`src/rtl/mem_bus_bridge.sv`:
```
// Memory-map bridge behind the control unit: latches the multiplexed address on ALE,
// then performs one RAM access or one I/O register access per strobe.
module mem_bus_bridge #(
    parameter int          DATA_W  = 16,
    parameter int          RAM_AW  = 12,
    parameter logic [15:0] IO_BASE = 16'h8000
) (
    input  logic              Clock,
    input  logic              Reset,
    input  logic [DATA_W-1:0] SysBusIn,
    output logic [DATA_W-1:0] SysBusOut,
    output logic              SysBusOe,
    input  logic              ALE,
    input  logic              nME,
    input  logic              nOE,
    input  logic              nWE,
    output logic [RAM_AW-1:0] RamAddr,
    output logic [DATA_W-1:0] RamWData,
    output logic              RamWe,
    output logic              RamRe,
    input  logic [DATA_W-1:0] RamRData,
    input  logic [15:0]       Switches,
    output logic [15:0]       Leds,
    output logic              TimerMatch,
    output logic [2:0]        DebugState
);

    localparam logic [2:0] ST_IDLE    = 3'd0;
    localparam logic [2:0] ST_ADDR    = 3'd1;
    localparam logic [2:0] ST_RD_REQ  = 3'd2;
    localparam logic [2:0] ST_RD_DATA = 3'd3;
    localparam logic [2:0] ST_WR_DONE = 3'd4;

    // Bus handshake: an access is ALE (address phase) followed by a strobe held
    // for one or more cycles; the bridge has no ready, so reads must be on the
    // bus from the cycle after the strobe starts and writes commit on its first cycle.

    logic [2:0]        state;
    logic [15:0]       addrLatch;
    logic [DATA_W-1:0] rdBuf;
    logic [15:0]       timer;
    logic [15:0]       compare;
    logic [15:0]       swMeta;
    logic [15:0]       swSync;

    logic        readStb;
    logic        writeStb;
    logic        isIo;
    logic        inAddr;
    logic        ioWrite;
    logic        ioRead;
    logic        dataPhase;
    logic [15:0] ioOffset;
    logic [15:0] ioRdValue;
    logic        timerClear;
    logic [15:0] timerNext;

    assign readStb   = !nME && !nOE && nWE;
    assign writeStb  = !nME && !nWE;
    assign isIo      = addrLatch[15];
    assign ioOffset  = addrLatch - IO_BASE;
    // A same-cycle ALE abandons the access, so no commit happens on that edge.
    assign inAddr    = (state == ST_ADDR) && !ALE;
    assign ioWrite   = inAddr && writeStb && isIo;
    assign ioRead    = inAddr && readStb && isIo;
    assign dataPhase = (state == ST_RD_REQ) || (state == ST_RD_DATA);

    assign RamAddr    = addrLatch[RAM_AW-1:0];
    assign RamWData   = SysBusIn;
    assign RamWe      = inAddr && writeStb && !isIo;
    assign RamRe      = inAddr && readStb && !isIo;
    assign SysBusOe   = dataPhase && readStb;
    assign DebugState = state;

    always_comb begin
        SysBusOut = '0;
        if (SysBusOe) begin
            if ((state == ST_RD_REQ) && !isIo)
                SysBusOut = RamRData;
            else
                SysBusOut = rdBuf;
        end
    end

    always_comb begin
        ioRdValue = 16'h0000;
        case (ioOffset)
            16'd0:   ioRdValue = Leds;
            16'd1:   ioRdValue = swSync;
            16'd2:   ioRdValue = timer;
            16'd3:   ioRdValue = compare;
            16'd4:   ioRdValue = {15'd0, TimerMatch};
            default: ioRdValue = 16'h0000;
        endcase
    end

    assign timerClear = ioWrite && (ioOffset == 16'd2);
    assign timerNext  = timerClear ? 16'h0000 : timer + 16'd1;

    always_ff @(posedge Clock or posedge Reset) begin
        if (Reset) begin
            state     <= ST_IDLE;
            addrLatch <= '0;
            rdBuf     <= '0;
        end else begin
            if (ALE) begin
                addrLatch <= SysBusIn[15:0];
                state     <= ST_ADDR;
            end else begin
                case (state)
                    ST_IDLE: state <= ST_IDLE;
                    ST_ADDR: begin
                        if (nME)           state <= ST_IDLE;
                        else if (readStb)  state <= ST_RD_REQ;
                        else if (writeStb) state <= ST_WR_DONE;
                    end
                    ST_RD_REQ:  state <= nME ? ST_IDLE : ST_RD_DATA;
                    ST_RD_DATA: if (nME) state <= ST_IDLE;
                    ST_WR_DONE: if (nME) state <= ST_IDLE;
                    default:    state <= ST_IDLE;
                endcase
            end
            // RAM data is only valid for one cycle, so hold it for the rest of the strobe.
            if (ioRead)
                rdBuf <= DATA_W'(ioRdValue);
            else if ((state == ST_RD_REQ) && !isIo && readStb && !ALE)
                rdBuf <= RamRData;
        end
    end

    always_ff @(posedge Clock or posedge Reset) begin
        if (Reset) begin
            Leds       <= 16'h0000;
            compare    <= 16'h0000;
            timer      <= 16'h0000;
            TimerMatch <= 1'b0;
            swMeta     <= 16'h0000;
            swSync     <= 16'h0000;
        end else begin
            swMeta <= Switches;
            swSync <= swMeta;
            timer  <= timerNext;
            if (ioWrite && (ioOffset == 16'd0)) Leds    <= SysBusIn[15:0];
            if (ioWrite && (ioOffset == 16'd3)) compare <= SysBusIn[15:0];
            // The flag rises together with Timer reaching Compare; a set beats a clear.
            if (timerNext == compare)
                TimerMatch <= 1'b1;
            else if (ioWrite && (ioOffset == 16'd4) && SysBusIn[0])
                TimerMatch <= 1'b0;
        end
    end

endmodule
```
`config.mk`:
```
export PLATFORM = sky130hd
export DESIGN_NAME = mem_bus_bridge
export DESIGN_NICKNAME = d
export VERILOG_FILES = /design/src/rtl/mem_bus_bridge.sv
export SDC_FILE = /design/constraint.sdc
export NUM_CORES = 1
export LEC_CHECK = 0
export BUFFER_PORTS_ARGS = -buffer_cell sky130_fd_sc_hd__buf_4
export CAP_MARGIN = 25
export CORE_MARGIN = 4
export CORE_UTILIZATION = 48
export DETAILED_ROUTE_END_ITERATION = 7
export PLACE_DENSITY = 0.74
export SLEW_MARGIN = 20
export SYNTH_ARGS = -nofsm -noshare
export SYNTH_HDL_FRONTEND = slang
export SYNTH_SLANG_ARGS = --single-unit
```
`constraint.sdc`:
```
create_clock -name Clock -period 3.3 [get_ports Clock]
set_clock_uncertainty 0.1 [all_clocks]
set_input_delay 0.33 -clock Clock [delete_from_list [all_inputs] [get_ports Clock]]
set_output_delay 0.33 -clock Clock [all_outputs]
set_load 0.02 [all_outputs]
```
---- Yosys cells after proc, flatten, opt, wreduce, memory -nomap -nowiden ----
Cells that the tools add are included.
Widths: inputs -> output; s select.
storage, ports and cells
  word-level logic and storage cells ...... 67
  register bits ........................... 116
  input port bits ......................... 54
cells by class
  eq/ne operators ......................... 11
  multiplexer cells ....................... 15
  add/subtract/negate cells ............... 2
  reductions and logical operators ........ 30
operator list
  kind                    count
  $mux 16                 5
  $pmux 16 s5             1
  $eq 16x2->1 const B     2
  $logic_and 1x1->1       19
  $add 16x1->16 const B   1
  $eq 16x1->1 const B     1
  $eq 16x16->1            1
  $eq 16x3->1 const B     1
  $logic_not 16->1        1
  $sub 16x16->16 const B  1
  $mux 3                  5
  $pmux 3 s3              1
  $eq 3x2->1 const B      2
  $logic_not 1->1         5
  $ne 5x5->1 const B      1
  $reduce_bool 2->1       2
  $eq 3x1->1 const B      1
  $eq 3x3->1 const B      1
  $ne 3x1->1 const B      1
  $mux 1                  2
  $mux 2                  1
  $reduce_and 2->1        1
  $reduce_or 2->1         1
  $logic_or 1x1->1        1

---- Logic depth before layout (Yosys ltp) ----
  depth in word-level cells ............... 8
  depth in mapped cells ................... 9
  mapped depth without buffers ............ 8

---- Worst setup path before layout ----
Ideal clock, no wire load.
  path type ............................... reg2reg
  from .................................... register addrLatch[3]
  to ...................................... register compare[0]
  setup time .............................. 125 ps
  buffers on the path ..................... 2
  setup slack ............................. 1016 ps
  cell stages (with the launch flop) ...... 8
  data arrival time ....................... 2059 ps
  path through ............................ dfrtp_1 > nor4b_4 > nand3_2 > nor4b_4 > and3_1 > buf_4 > buf_6 > mux2_2
between the ends
  cells in the longest elaborated chain, start to end .. 3
RTL lines
  item                    RTL line  RTL
  from (decl)             39        logic [15:0] addrLatch;
  from (signal assigned)  107       addrLatch <= SysBusIn[15:0];
  $sub 16x16->16          61        assign ioOffset = addrLatch - IO_BASE;
  $eq 16x2->1             144       if (ioWrite && (ioOffset == 16'd3)) compare <= SysBusIn[15:0];
  $logic_and 1x1->1       144
  to (signal assigned)    144
  to (decl)               42        logic [15:0] compare;
Every way passes these cells.
A chain may end at the register's enable or synchronous reset.

---- Worst setup path in the final report ----
  from .................................... input port nME
  to ...................................... register TimerMatch
between the ends
  cells in the longest elaborated chain, start to end .. 8
  elaborated cells on any way between the ends .. 11
RTL lines
  item                                                RTL line  RTL
  from (decl)                                         14        input logic nME,
  $logic_not 1->1 (*)                                 59        assign writeStb = !nME && !nWE;
  $logic_and 1x1->1 (*)                               59
  $logic_and 1x1->1 (*) (2 in series)                 64        assign ioWrite = inAddr && writeStb && isIo;
  $logic_and 1x1->1                                   97        assign timerClear = ioWrite && (ioOffset == 16'd2);
  $mux 16                                             98        assign timerNext = timerClear ? 16'h0000 : timer + 16'd1;
  $eq 16x16->1                                        146       if (timerNext == compare)
  $mux 1 / $reduce_bool 2->1 (equally long branches)  -
  to (signal assigned)                                136       TimerMatch <= 1'b0;
  to (signal assigned)                                147       TimerMatch <= 1'b1;
  to (signal assigned)                                149       TimerMatch <= 1'b0;
  to (decl)                                           24        output logic TimerMatch,
Every way passes the cells marked *; elsewhere a longest branch is shown, timed or not.

==> reports/metrics.yaml <==
clock-sinks: 116
tightest_slew_ps: 875.8
drv_slew: 0
finalCriticalPeriod_ps: 2785
p_per_area_mw_per_mm2: 581.3
fin_nets: 664
synth_ff_type: "dfrtp_1"
fmax_mhz: 359.0
ys_warn_count: 0
syn_avg_cell_area_um2: 11.47
synth_mux_area_share_pct: 13.51
htree_levels: 4
hold_viol_final: 0
first_pass_iters: 6
grt_pass1_wl_mm: 23.53
critPathArrivalTime_ps: 3010
grt_overflow: 0
synth_top_area_share_pct: 51.03
areaGrowthSynthToFinish_pct: 27.23
clock_path_buffers: 2
cts-resized-gates: 0
worst_slew_margin_rel_pct: 41.47
clk_latency_ps: 400
io_buffers: 120
ys_ff_latch: 116
use_met1_pct: 29.11
synth_simple_gate_area_share_pct: 14.56
dpl.hpwl_mm: 10.65
layout-drive-gt1-share_pct: 37.30
finalPower_mw: 4.207
syn_inst: 496
p_leak_nw: 3.300
synth_area_leader_cell: "dfrtp_1"
setup_violations: 0
clkTransAtPathRegs_ps: 60
ir_worst_vdd_mv: 0.3506
cts_setup_buffers: 0
synth_nets: 551
place_ws_ps: 624.7
grt_max_degree: 52
rsz0062_at_grt: "false"
finalWorstSetupSlack_ps: 514.7
synth-edff-count: 0
cp_data_required_time_ps: 3520
fin_cells: 765
status: "finished, final reports clean"
post-route-period-util_pct: 84.40
r2r_end: "rdBuf[12]"
reg2reg_slack_ps: 640
met3_usage_pct: 5.296
cts_tree: "yes"
synth_top_family_by_area: "simple AND/OR/NAND/NOR gates"
dp.cells: 716
synthesis.area_mm2: 0.005688
synth_xor_area_share_pct: 2.618
place_congestion: 0.9120
drc_errors: 0
tns_ps: 0
r2r-start: "addrLatch[3]"
critPathLaunchType: "input port"
viasPerCell: 5.634
final_common_cell: "buf_4"
synth_compound_area_share_pct: 11.24
core_mm2: 0.01152
fin_util_pct: 62.84
endpoint_kind: "flop"
reg2regPathDepth: 8
synth_fa_ha_area_share_pct: 0.2200
fill_cells: 919
grt_antenna_before_repair: 0
start_util_pct: 49.39
wl_per_cell_um: 19.08
vias: 4310
synth_cell_type_count: 54
cts_hold_buf: 17
synth_area_leaders: "dfrtp_1 51%, mux2_2 9.5%, buf_4 4.0%"
ys_seq_area_share_pct: 51.03
fp.dieW_um: 116.9
cp_max_fo: 13
first_iter_violations: 384
gr-max-usage-layer: "met2"
async_reset_ff_share_pct: 100.0
routed_wl_mm: 14.60
final_antenna_net_count: 0
fp.dieH_um: 116.9
insertedDiodeCount: 0
maxCapViolCount: 0
hp-class: "in -> async"
path_class: "in -> reg"
die_area_mm2: 0.01366
mostFrequentLayoutCells: "129 x buf_4, 116 x dfrtp_1, 56 x nand2_1, 48 x mux2_2, 28 x nor2_1"
fp-row-count: 39
grtUsageMet2_pct: 37.58
grtUsageTotal_pct: 22.49
numCtsBuffers: 17
grt_pass1_vias: 4370
root_buffer: "clkbuf_16"
pin_count: 121
-- logic make-up after synthesis --
group | count (synthesis)
buffers and inverters | 60
AND/OR/NAND/NOR | 150
flip-flops | 116
multiplexers | 65
AO/OA/AOI/OAI | 87
XOR/XNOR | 17
adder cells (fa/ha/maj) | 1
-- sequential cells by signal, summed over array words and instances (netlist names) --
| signal | count |
|---|---|
| DebugState | 3 |
| Leds | 16 |
| TimerMatch | 1 |
| addrLatch | 16 |
| compare | 16 |
| rdBuf | 16 |
| swMeta | 16 |
| swSync | 16 |
| timer | 16 |
-- synth_stat cells (7+ instances only) --
| master | instances |
|---|---|
| o21ai_1 | 13 |
| nand2_1 | 56 |
| xnor2_1 | 15 |
| nor2_1 | 28 |
| mux2_4 | 10 |
| nand3_1 | 8 |
| a21oi_1 | 18 |
| mux2_2 | 48 |
| clkbuf_1 | 14 |
| a222oi_1 | 17 |
| inv_1 | 7 |
| dfrtp_1 | 116 |
| nor3_1 | 8 |
| a2bb2oi_1 | 16 |
| nor4_1 | 10 |
| buf_4 | 30 |
-- critical path: stages --
cell and delay (ps):
dlygate4sd3_1 530, buf_4 140, or3_4 410, nor3_4 290
nor4b_4 510, buf_4 280, nor3_1 70, a211oi_1 210
nand4_1 120, o21ai_1 120
-- layer usage --
layer  vias up  routed length, µm
met2       168               7207
li1       2007                  -
met5         -                  0
met3        15               1044
met1      2120               6084
met4         0                261
-- where the power goes --
group          leakage [nW]  internal [mW]  switching, mW
Combinational          1.58          0.302          0.365
Sequential             1.45           1.60          0.187
Clock                 0.270           1.11          0.642
Total                  3.30           3.01           1.19
-- worst max-delay path by stage --
| stage | start | to | slack (ps) | depth (start not counted) |
|---|---|---|---|---|
| floorplan | addrLatch[3] | compare[0] | 1020 | 7 |
| global placement | ALE | TimerMatch | 640 | 9 |
| detailed placement | ALE | TimerMatch | 620 | 9 |
| CTS | nME | TimerMatch | 530 | 10 |
| global route | nME | TimerMatch | 340 | 10 |
| finish | nME | TimerMatch | 510 | 10 |
-- layout make-up --
cell class                 count  area, µm²  share of cell area [%]
multi-input combinational    320       2397                   33.13
tap                          143      178.9                   2.472
inverter                       7      30.03                  0.4149
timing repair buffer         147       1159                   16.01
clock buffer                  20      436.7                   6.034
clock inverter                12      132.6                   1.833
sequential                   116       2903                   40.11
-- through the flow --
step           area [µm²]  hold WS [ps]
3_5_place_dp         6497         234.7
2_1_floorplan        5692         231.2
4_1_cts              7237         23.26
6_report             7237         1.985
5_1_grt              7237         65.77
3_3_place_gp         6497         233.6
(Power assumes the default switching activity.)
